[src/rtl/swim_ctrl.sv]
// SWIM command sequencer: turns single-byte UART commands into entry, line-reset
// and bit-engine activity, and answers every command with one status byte.
module swim_ctrl #(
  parameter int ENTRY_TIMEOUT = 300000,
  parameter int RST_CYCLES    = 768,
  parameter int TX_TIMEOUT    = 4800,
  parameter int MAX_RETRY     = 3
) (
  input  logic       clk,
  input  logic       reset,
  input  logic [7:0] cmd_data,
  input  logic       cmd_valid,
  output logic       cmd_ready,
  output logic [7:0] rsp_data,
  output logic       rsp_valid,
  input  logic       rsp_ready,
  output logic       entry_start,
  input  logic       entry_busy,
  output logic       rst_drive,
  output logic       tx_start,
  output logic [2:0] tx_cmd,
  input  logic       tx_done,
  input  logic       tx_nack,
  output logic       busy
);

  localparam int MAX_AB = (ENTRY_TIMEOUT > RST_CYCLES) ? ENTRY_TIMEOUT : RST_CYCLES;
  localparam int MAX_ALL = (MAX_AB > TX_TIMEOUT) ? MAX_AB : TX_TIMEOUT;
  localparam int CW = $clog2(MAX_ALL + 1);
  localparam int RW = (MAX_RETRY > 0) ? $clog2(MAX_RETRY + 1) : 1;

  localparam logic [CW-1:0] ENTRY_LAST  = CW'(ENTRY_TIMEOUT - 1);
  localparam logic [CW-1:0] RST_LAST    = CW'(RST_CYCLES - 1);
  localparam logic [CW-1:0] TX_LAST     = CW'(TX_TIMEOUT - 1);
  localparam logic [CW-1:0] ENTRY_GUARD = CW'(2);
  localparam logic [RW-1:0] RETRY_MAX   = RW'(MAX_RETRY);

  typedef enum logic [2:0] {
    IDLE, ENTRY_START, ENTRY_WAIT, LRST, TX_ISSUE, TX_WAIT, RESP
  } state_t;

  state_t        state, state_nxt;
  logic [CW-1:0] cnt, cnt_nxt, cnt_inc;
  logic [RW-1:0] retry, retry_nxt;
  logic [7:0]    rsp_q, rsp_nxt;
  logic [2:0]    cmd_q, cmd_nxt;

  // One shared saturating counter times entry wait, line reset and tx wait
  assign cnt_inc = (cnt == '1) ? cnt : cnt + 1'b1;

  always_ff @(posedge clk) begin
    if (reset) begin
      state <= IDLE;
      cnt   <= '0;
      retry <= '0;
      rsp_q <= 8'h00;
      cmd_q <= 3'b000;
    end else begin
      state <= state_nxt;
      cnt   <= cnt_nxt;
      retry <= retry_nxt;
      rsp_q <= rsp_nxt;
      cmd_q <= cmd_nxt;
    end
  end

  always_comb begin
    state_nxt = state;
    cnt_nxt   = cnt;
    retry_nxt = retry;
    rsp_nxt   = rsp_q;
    cmd_nxt   = cmd_q;
    unique case (state)
      IDLE: begin
        if (cmd_valid) begin
          retry_nxt = '0;
          cnt_nxt   = '0;
          case (cmd_data)
            8'h01: state_nxt = ENTRY_START;
            8'h02: state_nxt = LRST;
            8'h03: begin
              state_nxt = TX_ISSUE;
              cmd_nxt   = 3'b000;
            end
            8'h00: begin
              state_nxt = RESP;
              rsp_nxt   = 8'h80;
            end
            default: begin
              state_nxt = RESP;
              rsp_nxt   = 8'hFF;
            end
          endcase
        end
      end
      ENTRY_START: begin
        cnt_nxt   = '0;
        state_nxt = ENTRY_WAIT;
      end
      // Done takes priority over timeout so a late falling edge still counts
      ENTRY_WAIT: begin
        if (!entry_busy && cnt >= ENTRY_GUARD) begin
          state_nxt = RESP;
          rsp_nxt   = 8'h81;
        end else if (cnt >= ENTRY_LAST) begin
          state_nxt = RESP;
          rsp_nxt   = 8'hE1;
        end else begin
          cnt_nxt = cnt_inc;
        end
      end
      LRST: begin
        if (cnt >= RST_LAST) begin
          state_nxt = RESP;
          rsp_nxt   = 8'h82;
        end else begin
          cnt_nxt = cnt_inc;
        end
      end
      TX_ISSUE: begin
        cnt_nxt   = '0;
        state_nxt = TX_WAIT;
      end
      TX_WAIT: begin
        if (tx_done) begin
          if (!tx_nack) begin
            state_nxt = RESP;
            rsp_nxt   = 8'h83;
          end else if (retry < RETRY_MAX) begin
            retry_nxt = retry + 1'b1;
            state_nxt = TX_ISSUE;
          end else begin
            state_nxt = RESP;
            rsp_nxt   = 8'hC3;
          end
        end else if (cnt >= TX_LAST) begin
          state_nxt = RESP;
          rsp_nxt   = 8'hE3;
        end else begin
          cnt_nxt = cnt_inc;
        end
      end
      RESP: begin
        if (rsp_ready) state_nxt = IDLE;
      end
      default: state_nxt = IDLE;
    endcase
  end

  assign cmd_ready   = (state == IDLE) && !reset;
  assign rsp_valid   = (state == RESP);
  assign rsp_data    = rsp_q;
  assign entry_start = (state == ENTRY_START);
  assign rst_drive   = (state == LRST);
  assign tx_start    = (state == TX_ISSUE);
  assign tx_cmd      = cmd_q;
  assign busy        = (state != IDLE);

endmodule
[config.mk]
export PLATFORM = sky130hd
export DESIGN_NAME = swim_ctrl
export DESIGN_NICKNAME = d
export VERILOG_FILES = /design/src/rtl/swim_ctrl.sv
export SDC_FILE = /design/constraint.sdc
export NUM_CORES = 1
export LEC_CHECK = 0
export ABC_AREA = 1
export BUFFER_PORTS_ARGS = -buffer_cell sky130_fd_sc_hd__buf_2
export CORE_MARGIN = 2
export CORE_UTILIZATION = 55
export CTS_BUF_LIST = sky130_fd_sc_hd__clkbuf_2
export DETAILED_ROUTE_END_ITERATION = 10
export PLACE_DENSITY_LB_ADDON = 0.08
export SLEW_MARGIN = 15
export SYNTH_ARGS = -nofsm -noshare
export SYNTH_HDL_FRONTEND = slang
export SYNTH_SLANG_ARGS = --single-unit
[constraint.sdc]
create_clock -name clk -period 1.7 [get_ports clk]
set_input_delay 0 -clock clk [delete_from_list [all_inputs] [get_ports clk]]
set_output_delay 0 -clock clk [all_outputs]
set_load 0.1 [all_outputs]
-- After elaboration in Yosys (flattened, before gate mapping)
Cells that the tools add are included.
- register bits: 32
- input bits: 15
- equality and inequality tests: 25
- muxes and demuxes: 34
- $lt $le $gt $ge: 5
- $add $sub $neg: 2
- reductions and logical operators: 16
- operators with widths (cell ; number):
    two-way mux 19 bit ; 7
    one-hot mux 19 bit (5 select lines) ; 1
    two-way mux 8 bit ; 8
    one-hot mux 8 bit (4 select lines) ; 1
    two-way mux 3 bit ; 7
    one-hot mux 3 bit (7 select lines) ; 1
    inequality test 2 bit, second input constant ; 10
    adder 19 x 1 -> 19 bit, second input constant ; 1
    equality test 19 bit, second input constant ; 1
    greater-or-equal comparator 19 x 10 -> 1 bit, second input constant ; 1
    greater-or-equal comparator 19 x 13 -> 1 bit, second input constant ; 1
    greater-or-equal comparator 19 bit, second input constant ; 1
    greater-or-equal comparator 19 x 2 -> 1 bit, second input constant ; 1
    equality test 8 x 2 -> 1 bit, second input constant ; 2
    one-hot mux 8 bit (2 select lines) ; 1
    AND reduction 7 bit ; 2
    two-way mux 2 bit ; 6
    AND reduction 5 bit ; 2
    equality test 3 bit, second input constant ; 3
    one-hot mux 3 bit (3 select lines) ; 1
    equality test 8 x 1 -> 1 bit, second input constant ; 1
    logical NOT 8 bit ; 1
    equality test 3 x 2 -> 1 bit, second input constant ; 2
    inequality test 3 bit, second input constant ; 2
    other kinds (15) ; 18

-- Longest topological paths before layout
Gate-level depths: netlist of the first run.
- word-level depth: 5
- depth in mapped cells: 15
- depth with buffers taken out: 14

-- Worst setup path before layout of the first run
OpenSTA, ideal clock, no wires.
- path kind: register -> register
- start: register state[2]
- end: register cnt[10]
- cell stages (with the launch flop): 11
- arrival time: 2.586 ns
- library setup time: 0.136 ns
- buffers on the path: 2
- setup slack: -1.022 ns
- path through: dfxtp_1 > inv_2 > nand2_1 > nor2_1 > nand2_1 > nand2_2 > nor2_4 > buf_6 > buf_12 > nand3_2 > a21oi_2
- elaborated cells between the ends (all ways): 16
- classes of those cells: 11 x eq/ne; 1 x mux; 4 x reduce/logical
- RTL lines (element ; RTL line ; source):
    start, declared ; 42 ; state_t state, state_nxt;
    start signal, assigned ; 59 ; state <= state_nxt;
    equality test 3 x 2 -> 1 bit (*) ; n/a ;
    named net rst_drive ; 19 ; output logic rst_drive,
    nonzero test 5 bit (no source line) or inequality test 2 bit (tied branches) ; n/a ;
    AND reduction 7 bit (no source line) ; n/a ;
    end signal, assigned ; 60 ; cnt <= cnt_nxt;
    end, declared ; 43 ; logic [CW-1:0] cnt, cnt_nxt, cnt_inc;
Mark *: on every way through the listed nets, which the timed path passes. The rest lies on a longest branch.
A chain may end at the register's enable or synchronous reset.

-- Worst setup path in the final report of the first run
- start: register cnt[12]
- end: register cnt[1]
- cells in the longest elaborated chain, start to end: 5
- elaborated cells between the ends (all ways): 18
- classes of those cells: 4 x order compare; 5 x eq/ne; 7 x mux; 2 x reduce/logical
- ends and longest elaborated chain (element):
    branches (longest 5 deep; another with greater-or-equal comparator 19 x 2 -> 1 bit)
Several ways; the timed one is not identified. The select of a mux whose other input is x is not followed.

==> results.sh, run 1 <==
export IMPL_die_x_um=72.4
export IMPL_dpl_cell_count=564
export IMPL_ys_flop_type="dfxtp_1"
export IMPL_stdcell_count=603
export IMPL_grt_pass1_wl_um=13900
export IMPL_relSlewSlack=0.511
export IMPL_area_sequential_sq_um=673
export IMPL_diodes=0
export IMPL_multi_input_area_sq_mm=0.00222
export IMPL_grt_start_max_net_pins=27
export IMPL_htreeDepth=2
export IMPL_cp_data_arrival_time_ns=2.55
export IMPL_cts_clk_slew_worst_paths_ns=0.22
export IMPL_die_h_um=72.4
export IMPL_wl_per_cell_um=23.6
export IMPL_ant_nets=0
export IMPL_drc_errors=0
export IMPL_netlist_area_sq_mm=0.00257
export IMPL_endpoint_kind="flop"
export IMPL_cp_max_fo=6
export IMPL_holdCritStartpoint="tx_nack"
export IMPL_hp_class="input pin to flop"
export IMPL_slowest_delay_ns=0.44
export IMPL_layout_nets=568
export IMPL_peakVddDrop_uv=1390
export IMPL_core_sq_mm=0.00444
export IMPL_route_vias_total=4087
export IMPL_p_per_area_mw_per_mm2=1290
export IMPL_status="finished with violations"
export IMPL_area_growth_pct=62.7
export IMPL_max_cap_violations=0
export IMPL_std_cell_rows=24
export IMPL_hold_viol_final=0
export IMPL_grt_pass1_vias=3038
export IMPL_crit_reg2reg_launch="cnt[12]$_SDFFE_PP0P_"
export IMPL_clock_path_buffers=2
export IMPL_synth_area_top_cells="dfxtp_1, nand2_1, nor2_1, nand3_1, inv_1"
export IMPL_fillers=141
export IMPL_min_period_over_period=1.31
export IMPL_routed_wl_um=14200
export IMPL_vias_per_cell=6.78
export IMPL_violations="setup timing"
export IMPL_first_iter_violations=811
export IMPL_critPathLaunchType="flop"
export IMPL_synthTopCellsByCount="nand2_1, nor2_1, nand3_1, inv_1, dfxtp_1"
export IMPL_post_dp_cell_area_sq_mm=0.00325
export IMPL_fin_area_sq_mm=0.00419
export IMPL_tightestPinTransition_ns=0.733
export IMPL_synth_area_per_cell_sq_um=5.96
export IMPL_synth_top_area_frac=0.233
export IMPL_ys_types=33
export IMPL_clock_latency_ns=0.42
export IMPL_antenna_found_initial=0
export IMPL_drtPass1Iterations=9
export IMPL_cp_top_family="simple AND/OR/NAND/NOR gates"
export IMPL_startpoint="cnt[12]$_SDFFE_PP0P_"
export IMPL_cts_buffers=5
export IMPL_critPathKind="flop to flop"
export IMPL_place_hpwl_um=5910
export IMPL_cts_tree="yes"
export IMPL_synth_edff_count=0
export IMPL_synth_top_area_cell="dfxtp_1"
export IMPL_cts_root_buffer="clkbuf_2"
export IMPL_maxSlewViolCount=0
export IMPL_place_port_buffers=28
export IMPL_setup_viol=32
export IMPL_synth_warnings=0
export IMPL_fin_skew_ns=0.0360
export IMPL_drive_gt1_frac=0.521
export IMPL_cts_hold_buf=0
export IMPL_rsz0062_at_grt="true"
export IMPL_synthCells=432
export IMPL_setup_slack_ns=-0.520
export IMPL_initial_utilization=0.579
export IMPL_overflow=0
export IMPL_leakage_nw=1.88
export IMPL_dieArea_sq_mm=0.00525
export IMPL_slowest_stage="dfxtp_4"
export IMPL_path_buf_inv=3
export IMPL_cts_sinks=30
export IMPL_cp_cell_sequence="inv_2 -> nor2_2 -> nand2_1 -> nor2_2 -> nand3_1 -> nand2_1 -> nor2_4 -> nor2_2 -> nor2_4 -> buf_6 -> buf_8 -> nand3_2 -> nand2_1 -> nor2_1"
export IMPL_clock_fmax_mhz=451
export IMPL_grt_total_usage=0.340
export IMPL_gp_congestion=0.971
export IMPL_yosys_register_bits=30
export IMPL_synth_seq_area_share=0.233
export IMPL_cp_required_ns=2.03
export IMPL_synth_most_common_cell="nand2_1"
export IMPL_final_min_clock_period_ns=2.22
export IMPL_synth_async_reset_ratio=0
export IMPL_io_pins=32
==> worst register-to-register path: stages, from the launching register on <==
cell and delay (ns):
dfxtp_4 0.44, inv_2 0.06, nor2_2 0.15, nand2_1 0.13, nor2_2 0.17, nand3_1 0.12, nand2_1 0.14, nor2_4 0.06
nor2_2 0.17, nor2_4 0.10, buf_6 0.14, buf_8 0.14, nand3_2 0.07, nand2_1 0.09, nor2_1 0.14
==> cells in the final DEF, fill, tap and decap left out, types with 6 or more instances in the layout <==
cell     instances
nand3_1         25
nor2_1          60
a21oi_1         17
dfxtp_1          8
buf_6            6
nand3_4          7
nor2_2          21
nand2_2         18
inv_1           33
nand2_4          8
dfxtp_4         18
a21oi_2         14
xor2_1           9
nand2_1         83
inv_2            8
nand3_2         20
buf_4           85
nor2_4          20
buf_2           25
==> sequential cells by signal, indices dropped and copies added (netlist names) <==
signal	cells
state	3
cnt	19
retry	2
rsp_data	6
==> cells by family after synthesis <==
kind of cell,share of synthesized area
and+or+nand+nor,0.492
xor gates and xnor gates,0.0374
adders and majority gates,0.0146
buffers and inverters,0.125
AOI/OAI and AO/OA,0.0967
DFF,0.233
other,0.00146
==> repair_timing <==
item,in CTS,in global routing
gates cloned,1,5
endpoints found under the setup margin,29,32
pin swaps,8,40
hold endpoints to repair,0,0
setup buffers,6,20
gates resized for setup,58,109
==> path summary, 6_finish.rpt <==
check / end / slack (ns) / cells after the start
max: cnt[1]$_SDFFE_PP0P_ / -0.52 / 14
min: rsp_data[6]$_SDFFE_PP0P_ / 0.03 / 5
max reg2reg: cnt[1]$_SDFFE_PP0P_ / -0.52 / 14
min reg2reg: retry[1]$_SDFFE_PP0P_ / 0.52 / 2
==> through the flow <==
stage | hold WS [ns] | util | total power [mW] | setup TNS (ns) | setup WS, ns
6_report | 0.0327 | 0.943 | 5.40 | -10.73 | -0.520
5_1_grt | 0.0566 | 0.943 | 5.52 | -10.86 | -0.477
4_1_cts | 0.0146 | 0.790 | 4.23 | -1.60 | -0.100
3_5_place_dp | 0.449 | 0.731 | 3.67 | -4.80 | -0.241
3_3_place_gp | 0.434 | 0.731 | 3.63 | -4.40 | -0.186
2_1_floorplan | 0.288 | - | 3.05 | -1.28 | -0.119
==> routing by layer <==
metal / wire length [um] / vias to the layer above / GRT usage
met1: 4640 / 1769 / 0.448
met5: 0 / - / 0
li1: - / 1595 / -
met3: 2170 / 203 / 0.0431
met4: 1420 / 0 / 0.0885
met2: 6000 / 520 / 0.586
==> power by group <==
part	total [mW]	switching [mW]	internal (mW)
clock network	0.408	0.314	0.0937
registers	0.948	0.133	0.815
logic	4.05	2.78	1.27
==> final cells by class <==
cell class / count / area share
Timing Repair Buffer: 127 / 0.245
Multi-Input combinational cell: 343 / 0.529
Clock buffer: 5 / 0.00597
Inverter: 43 / 0.0397
Clock inverter: 3 / 0.00388
Tap cell: 52 / 0.0155
Sequential cell: 30 / 0.161
Note: power is estimated with default switching activity, not from simulation.
==> run 2, diff against run 1 <==
--- a/config.mk
+++ b/config.mk
@@ -5,10 +5,10 @@
 export SDC_FILE = /design/constraint.sdc
 export NUM_CORES = 1
 export LEC_CHECK = 0
-export ABC_AREA = 1
+export ABC_AREA = 0
 export BUFFER_PORTS_ARGS = -buffer_cell sky130_fd_sc_hd__buf_2
 export CORE_MARGIN = 2
-export CORE_UTILIZATION = 55
+export CORE_UTILIZATION = 54
 export CTS_BUF_LIST = sky130_fd_sc_hd__clkbuf_2
 export DETAILED_ROUTE_END_ITERATION = 10
 export PLACE_DENSITY_LB_ADDON = 0.08
==> results.sh, run 2 <==
export IMPL_synth_top_area_cell="dfxtp_1"
export IMPL_worst_endpoint="cnt[2]$_SDFFE_PP0P_/D"
export IMPL_dpl_cell_count=451
export IMPL_place_port_buffers=28
export IMPL_post_dp_cell_area_sq_mm=0.00333
export IMPL_firstError="[ERROR DPL-0038] Utilization greater than 100%, impossible to legalize"
export IMPL_status="aborted with a tool error"
export IMPL_synth_top_area_frac=0.256
export IMPL_netlist_area_sq_mm=0.00234
export IMPL_synthTopCellsByCount="dfxtp_1, clkbuf_1, nand2_1, inv_1, nor2_1"
export IMPL_std_cell_rows=23
export IMPL_cts_buffers=5
export IMPL_synthSimpleGateAreaFrac=0.347
export IMPL_cts_root_buffer="clkbuf_2"
export IMPL_place_hpwl_um=6180
export IMPL_io_pins=32
export IMPL_synth_area_top_cells="dfxtp_1, o32ai_1, nand4_1, nor4_1, clkbuf_1"
export IMPL_stop_stage="global routing (5_1_grt)"
export IMPL_post_synth_mux_area_share=0.00427
export IMPL_synth_warnings=0
export IMPL_worst_ep_kind="register data pin"
export IMPL_gp_congestion=0.993
export IMPL_initial_utilization=0.573
export IMPL_die_x_um=69.9
export IMPL_synth_most_common_cell="dfxtp_1"
export IMPL_synth_area_per_cell_sq_um=7.68
export IMPL_ys_types=64
export IMPL_synth_compound_area_share=0.277
export IMPL_clock_path_buffers=2
export IMPL_synthCells=305
export IMPL_htreeDepth=2
export IMPL_yosys_register_bits=30
export IMPL_synth_seq_area_share=0.256
export IMPL_synth_async_reset_ratio=0
export IMPL_die_h_um=69.9
export IMPL_ys_flop_type="dfxtp_1"
export IMPL_synth_xor_xnor_area_share=0.00374
export IMPL_synth_top_family_by_area="simple AND/OR/NAND/NOR gates"
export IMPL_grt_start_max_net_pins=37
export IMPL_yosys_area_share_adder=0.0160
export IMPL_cts_sinks=30
export IMPL_synth_edff_count=0
==> run 2: cell types whose count changed after synthesis, moves of 11 or more <==
cell,delta
nand4_1,+14
o32ai_1,+13
a21oi_2,-12
nand3_2,-11
nand2_1,-83
nor2_1,-72
clkbuf_1,+18
nand3_1,-28
inv_1,-18
nor4_1,+16
==> run 2: through the flow <==
| stage | hold WS (ns) | util | TNS (ns) | setup slack, ns |
|---|---|---|---|---|
| floorplan | 0.164 | - | -20.46 | -0.809 |
| global placement | 0.288 | 0.814 | -23.29 | -0.915 |
| detailed placement | 0.297 | 0.814 | -24.67 | -1.02 |
| CTS | 0.0168 | 0.903 | -23.69 | -0.931 |
==> run 2: cell families after synthesis <==
group,Yosys count
adder cells (fa/ha/maj),3
multiplexers,1
XOR/XNOR,1
flip-flops,30
AO/OA/AOI/OAI,79
AND/OR/NAND/NOR,139
buffers and inverters,51
other,1
==> run 2: timing repair <==
| item | in CTS |
|---|---|
| hold buffers | 2 |
| setup buffers | 7 |
| endpoints found under the setup margin | 33 |
| pin swaps | 26 |
| endpoints found under the hold margin | 2 |
| gates resized for setup | 57 |
==> run 3, diff against run 2 <==
--- a/config.mk
+++ b/config.mk
@@ -8,10 +8,9 @@
 export ABC_AREA = 0
 export BUFFER_PORTS_ARGS = -buffer_cell sky130_fd_sc_hd__buf_2
 export CORE_MARGIN = 2
-export CORE_UTILIZATION = 54
-export CTS_BUF_LIST = sky130_fd_sc_hd__clkbuf_2
+export CORE_UTILIZATION = 40
 export DETAILED_ROUTE_END_ITERATION = 10
-export PLACE_DENSITY_LB_ADDON = 0.08
+export PLACE_DENSITY_LB_ADDON = 0.15
 export SLEW_MARGIN = 15
 export SYNTH_ARGS = -nofsm -noshare
 export SYNTH_HDL_FRONTEND = slang
==> constraint.sdc (replaced) <==
create_clock -name clk -period 2.2 [get_ports clk]
set_input_delay 0 -clock clk [delete_from_list [all_inputs] [get_ports clk]]
set_output_delay 0 -clock clk [all_outputs]
set_load 0.1 [all_outputs]
==> results.sh, run 3 <==
export IMPL_netlist_area_sq_mm=0.00234
export IMPL_grt_total_usage=0.267
export IMPL_synth_edff_count=0
export IMPL_largest_reg_flops=19
export IMPL_cts_buffers=5
export IMPL_std_cell_rows=27
export IMPL_violations="setup timing"
export IMPL_p_int_mw=1.93
export IMPL_final_common_cell="buf_4"
export IMPL_cts_sinks=30
export IMPL_route_vias_total=2876
export IMPL_hold_viol_final=0
export IMPL_initial_utilization=0.420
export IMPL_cts_root_buffer="clkbuf_8"
export IMPL_cp_data_arrival_time_ns=2.78
export IMPL_holdCritStartpoint="rsp_ready"
export IMPL_overflow=0
export IMPL_die_x_um=80.5
export IMPL_relSlewSlack=0.539
export IMPL_routed_wl_um=8580
export IMPL_ant_nets=0
export IMPL_vias_per_cell=6.12
export IMPL_cts_tree="yes"
export IMPL_cp_required_ns=2.36
export IMPL_layout_nets=415
export IMPL_drtPass1Iterations=5
export IMPL_tightestPinTransition_ns=0.690
export IMPL_grt_pass1_vias=2682
export IMPL_drive_gt1_frac=0.460
export IMPL_slowest_delay_ns=0.53
export IMPL_max_cap_violations=0
export IMPL_endpoint_kind="flop"
export IMPL_cp_cell_sequence="or4_4 -> or3_4 -> or3_4 -> a221o_1 -> buf_12 -> a2111oi_4 -> o32ai_2"
export IMPL_die_h_um=80.5
export IMPL_cp_top_family="simple AND/OR/NAND/NOR gates"
export IMPL_clock_latency_ns=0.29
export IMPL_p_per_area_mw_per_mm2=1090
export IMPL_synth_top_area_frac=0.256
export IMPL_grt_start_max_net_pins=26
export IMPL_hold_ws_ns=0.0791
export IMPL_leakage_nw=1.43
export IMPL_hp_class="input pin to flop"
export IMPL_clock_fmax_mhz=382
export IMPL_rsz0062_at_grt="true"
export IMPL_fin_skew_ns=0.0104
export IMPL_clock_path_buffers=2
export IMPL_htreeDepth=2
export IMPL_synth_async_reset_ratio=0
export IMPL_status="finished with violations"
export IMPL_synth_seq_area_share=0.256
export IMPL_p_seq_frac=0.169
export IMPL_crit_reg2reg_launch="cnt[18]$_SDFFE_PP0P_"
export IMPL_min_period_over_period=1.19
export IMPL_max_flop_register="cnt"
export IMPL_ys_types=64
export IMPL_ys_flop_type="dfxtp_1"
export IMPL_crit_top_cell="or3_4"
export IMPL_dieArea_sq_mm=0.00649
export IMPL_clkPwrFrac=0.123
export IMPL_antenna_found_initial=0
export IMPL_first_iter_violations=271
export IMPL_multi_input_area_sq_mm=0.00194
export IMPL_combPwrFrac=0.708
export IMPL_fin_area_sq_mm=0.00367
export IMPL_maxSlewViolCount=0
export IMPL_cp_max_fo=8
export IMPL_post_dp_cell_area_sq_mm=0.00334
export IMPL_yosys_register_bits=30
export IMPL_area_growth_pct=56.8
export IMPL_switching_power_mw=2.08
export IMPL_startpoint="cnt[18]$_SDFFE_PP0P_"
export IMPL_setup_slack_ns=-0.418
export IMPL_final_cell_mix="buf_4, buf_2, dfxtp_1"
export IMPL_setup_tns_ns=-8.16
export IMPL_critPathKind="flop to flop"
export IMPL_core_sq_mm=0.00557
export IMPL_synth_area_top_cells="dfxtp_1, o32ai_1, nand4_1, nor4_1, clkbuf_1"
export IMPL_place_hpwl_um=6200
export IMPL_synth_top_area_cell="dfxtp_1"
export IMPL_drc_errors=0
export IMPL_fillers=465
export IMPL_synth_area_per_cell_sq_um=7.68
export IMPL_place_ws_ns=-0.437
export IMPL_grt_pass1_wl_um=13400
export IMPL_cts_clk_slew_worst_paths_ns=0.08
export IMPL_synth_warnings=0
export IMPL_area_sequential_sq_um=609
export IMPL_p_sw_frac=0.519
export IMPL_synthTopCellsByCount="dfxtp_1, clkbuf_1, nand2_1, inv_1, nor2_1"
export IMPL_path_buf_inv=1
export IMPL_io_pins=32
export IMPL_slowest_stage="or4_4"
export IMPL_critPathLaunchType="flop"
export IMPL_peakVddDrop_uv=809
export IMPL_place_port_buffers=28
export IMPL_diodes=0
export IMPL_final_min_clock_period_ns=2.62
export IMPL_synth_most_common_cell="dfxtp_1"
export IMPL_setup_viol=28
export IMPL_wl_per_cell_um=18.3
export IMPL_gp_congestion=0.860
export IMPL_synthCells=305
[run 3: cell families (layout without fill, tap and decap cells)]
logic type | count (synthesis) | count (layout) | synth area share
multiplexers | 1 | 1 | 0.00427
AO/OA/AOI/OAI | 79 | 79 | 0.277
adder cells (fa/ha/maj) | 3 | 3 | 0.0160
buffers and inverters | 51 | 142 | 0.0940
flip-flops | 30 | 30 | 0.256
XOR/XNOR | 1 | 1 | 0.00374
AND/OR/NAND/NOR | 139 | 139 | 0.347
other | 1 | 3 | 0.00160
[run 3: final timing paths]
check,end,slack (ns),depth (start not counted)
max reg2reg,cnt[6]$_SDFFE_PP0P_,-0.42,7
min,state[2]$_SDFFE_PP0P_,0.08,3
min reg2reg,rsp_data[7]$_SDFFE_PP0P_,0.47,1
max,cnt[6]$_SDFFE_PP0P_,-0.42,7
[run 3: layout make-up]
type | instances | area share
inverters | 20 | 0.0204
clock buffers | 6 | 0.0225
repair buffers | 114 | 0.236
clock inverters | 2 | 0.00341
well taps | 72 | 0.0245
flip-flops and latches | 30 | 0.166
multi-input cells | 226 | 0.527
[run 3: metrics by stage]
stage	total power, mW	util	instances
2_1_floorplan	2.68	-	307
3_3_place_gp	3.26	0.598	455
3_5_place_dp	3.29	0.598	455
4_1_cts	3.90	0.643	468
5_1_grt	4.19	0.659	470
6_report	4.01	0.659	470
[run 3: worst reg2reg max path: stages (launching register included)]
cell and delay [ns]:
dfxtp_2 0.32, or4_4 0.53, or3_4 0.38, or3_4 0.35
a221o_1 0.38, buf_12 0.18, a2111oi_4 0.22, o32ai_2 0.12
[run 3: timing repair]
action,in CTS,in global routing
buffers inserted,4,2
hold buffers,1,0
resized for setup,21,14
endpoints found under the hold margin,1,0
pin swaps,18,8
endpoints found under the setup margin,28,28
[run 3: metal layers]
layer / vias up / track usage / part of all wire
li1: 1376 / - / -
met1: 1368 / 0.372 / 0.46
met2: 110 / 0.410 / 0.46
met3: 22 / 0.0427 / 0.056
met4: 0 / 0.102 / 0.021
met5: - / 0 / 0
[run 3: power by group through the flow]
stage               clock (mW)  sequential [mW]  combinational [mW]
global placement             0            0.680                2.58
global route             0.522            0.683                2.99
detailed placement           0            0.683                2.60
floorplan                    0            0.997                1.69
CTS                      0.500            0.671                2.73
finish                   0.492            0.677                2.84
==> run 4, diff against run 3 <==
--- a/config.mk
+++ b/config.mk
@@ -8,9 +8,8 @@
 export ABC_AREA = 0
 export BUFFER_PORTS_ARGS = -buffer_cell sky130_fd_sc_hd__buf_2
 export CORE_MARGIN = 2
-export CORE_UTILIZATION = 40
+export CORE_UTILIZATION = 38
 export DETAILED_ROUTE_END_ITERATION = 10
-export PLACE_DENSITY_LB_ADDON = 0.15
 export SLEW_MARGIN = 15
 export SYNTH_ARGS = -nofsm -noshare
 export SYNTH_HDL_FRONTEND = slang
==> results.sh, run 4 (synthesis gave the netlist of run 3 again) <==
export IMPL_tightestPinTransition_ns=0.674
export IMPL_overflow=0
export IMPL_top_layer="met4"
export IMPL_io_pins=32
export IMPL_cp_required_ns=2.40
export IMPL_clock_path_buffers=2
export IMPL_critPathLaunchType="flop"
export IMPL_initial_utilization=0.393
export IMPL_min_period_over_period=1.20
export IMPL_crit_top_cell="or3_4"
export IMPL_startpoint="cnt[10]$_SDFFE_PP0P_"
export IMPL_layout_nets=418
export IMPL_hp_class="input pin to flop"
export IMPL_cts_clk_slew_worst_paths_ns=0.07
export IMPL_cts_tree="yes"
export IMPL_cp_max_fo=5
export IMPL_antenna_found_initial=0
export IMPL_setup_slack_ns=-0.446
export IMPL_rsz0062_at_grt="true"
export IMPL_hold_viol_final=0
export IMPL_setup_viol=28
export IMPL_final_cell_mix="buf_4, buf_2, dfxtp_1"
export IMPL_clock_fmax_mhz=378
export IMPL_grt_total_usage=0.253
export IMPL_vias_per_cell=6.05
export IMPL_hold_ws_ns=0.114
export IMPL_endpoint_kind="flop"
export IMPL_crit_reg2reg_launch="cnt[10]$_SDFFE_PP0P_"
export IMPL_cts_sinks=30
export IMPL_critPathKind="flop to flop"
export IMPL_r2r_worst_path_cells=8
export IMPL_area_growth_pct=65.5
export IMPL_status="finished with violations"
export IMPL_leakage_nw=1.47
export IMPL_hold_depth=3
export IMPL_cp_depth=8
export IMPL_std_cell_rows=28
export IMPL_largest_reg_flops=19
export IMPL_power_mw=4.36
export IMPL_wl_per_cell_um=18.6
export IMPL_wl_met2_um=4340
export IMPL_place_ws_ns=-0.432
export IMPL_dpl_cell_count=460
export IMPL_grt_pass1_vias=2606
export IMPL_first_iter_violations=286
export IMPL_relSlewSlack=0.551
export IMPL_path_buf_inv=2
export IMPL_maxSlewViolCount=0
export IMPL_drt_met1_wl_um=3870
export IMPL_clock_latency_ns=0.29
export IMPL_htreeDepth=2
export IMPL_slowest_delay_ns=0.57
export IMPL_diodes=0
export IMPL_cp_top_family="simple AND/OR/NAND/NOR gates"
export IMPL_grt_pass1_wl_um=13100
export IMPL_cts_buffers=5
export IMPL_p_per_area_mw_per_mm2=1120
export IMPL_max_flop_register="cnt"
export IMPL_gp_congestion=0.961
export IMPL_drtPass1Iterations=4
export IMPL_peakVddDrop_uv=873
export IMPL_final_common_cell="buf_4"
export IMPL_die_h_um=82.5
export IMPL_routed_wl_um=8840
export IMPL_place_hpwl_um=6010
export IMPL_core_sq_mm=0.00596
export IMPL_holdCritStartpoint="rsp_ready"
export IMPL_dieArea_sq_mm=0.00681
export IMPL_dr_wl_met3_um=508
export IMPL_fin_util=0.651
export IMPL_grt_start_max_net_pins=24
export IMPL_cts_root_buffer="clkbuf_8"
export IMPL_setup_tns_ns=-10.16
export IMPL_cp_data_arrival_time_ns=2.84
export IMPL_stdcell_count=476
export IMPL_slowest_stage="or4_4"
export IMPL_violations="setup timing"
export IMPL_ant_nets=0
export IMPL_route_vias_total=2879
export IMPL_post_dp_cell_area_sq_mm=0.00333
export IMPL_place_port_buffers=28
export IMPL_fin_area_sq_mm=0.00388
export IMPL_fin_skew_ns=0.00904
export IMPL_drive_gt1_frac=0.494
export IMPL_final_min_clock_period_ns=2.65
export IMPL_max_cap_violations=0
export IMPL_die_x_um=82.5
export IMPL_cp_cell_sequence="or4_4 -> or3_4 -> or3_4 -> a221oi_4 -> nand4_4 -> buf_12 -> clkbuf_16 -> o32ai_2"
export IMPL_drc_errors=0
## run 4: cell types whose count changed in the layout (fill, tap and decap cells not counted), sizes merged
cell      before  now
clkbuf         6    9
buf          113  115
clkinv         1    0
clkinvlp       1    0
## run 4: tightest hold or removal path, cell delays in order
cell and delay (ns):
buf_2 0.08, o32a_1 0.15, o311ai_2 0.11
## run 4: power by group
group | total, mW | internal [mW] | leakage (nW) | switching (mW)
Clock | 0.547 | 0.316 | 0.0575 | 0.230
Combinational | 3.13 | 1.20 | 1.16 | 1.93
Sequential | 0.685 | 0.622 | 0.246 | 0.0630
## run 4: worst paths after layout
kind | slack [ns] | to
worst min register to register | 0.47 | rsp_data[7]$_SDFFE_PP0P_
worst max register to register | -0.45 | cnt[16]$_SDFFE_PP0P_
worst min-delay path | 0.11 | state[2]$_SDFFE_PP0P_
worst max-delay path | -0.45 | cnt[16]$_SDFFE_PP0P_
## run 4: timing repair
| item | 4_1_cts | 5_1_grt |
|---|---|---|
| resized for setup | 24 | 31 |
| gates cloned | 0 | 1 |
| buffers inserted | 1 | 8 |
| hold endpoints to repair | 1 | 0 |
| pin swaps | 15 | 20 |
| hold buffers | 1 | 0 |
| endpoints found under the setup margin | 28 | 28 |
## run 4: metal layers
layer,vias to the layer above,global-route usage
met3,14,0.0326
met1,1404,0.343
met5,-,0
met2,91,0.416
li1,1370,-
met4,0,0.0754
## run 4: layout make-up
class                   count  area, sq um
well taps                  75         93.8
flip-flops and latches     30          608
inverters                  20         75.1
clock buffers               8          110
fillers                   490         2080
multi-input cells         226         2100
repair buffers            117          892
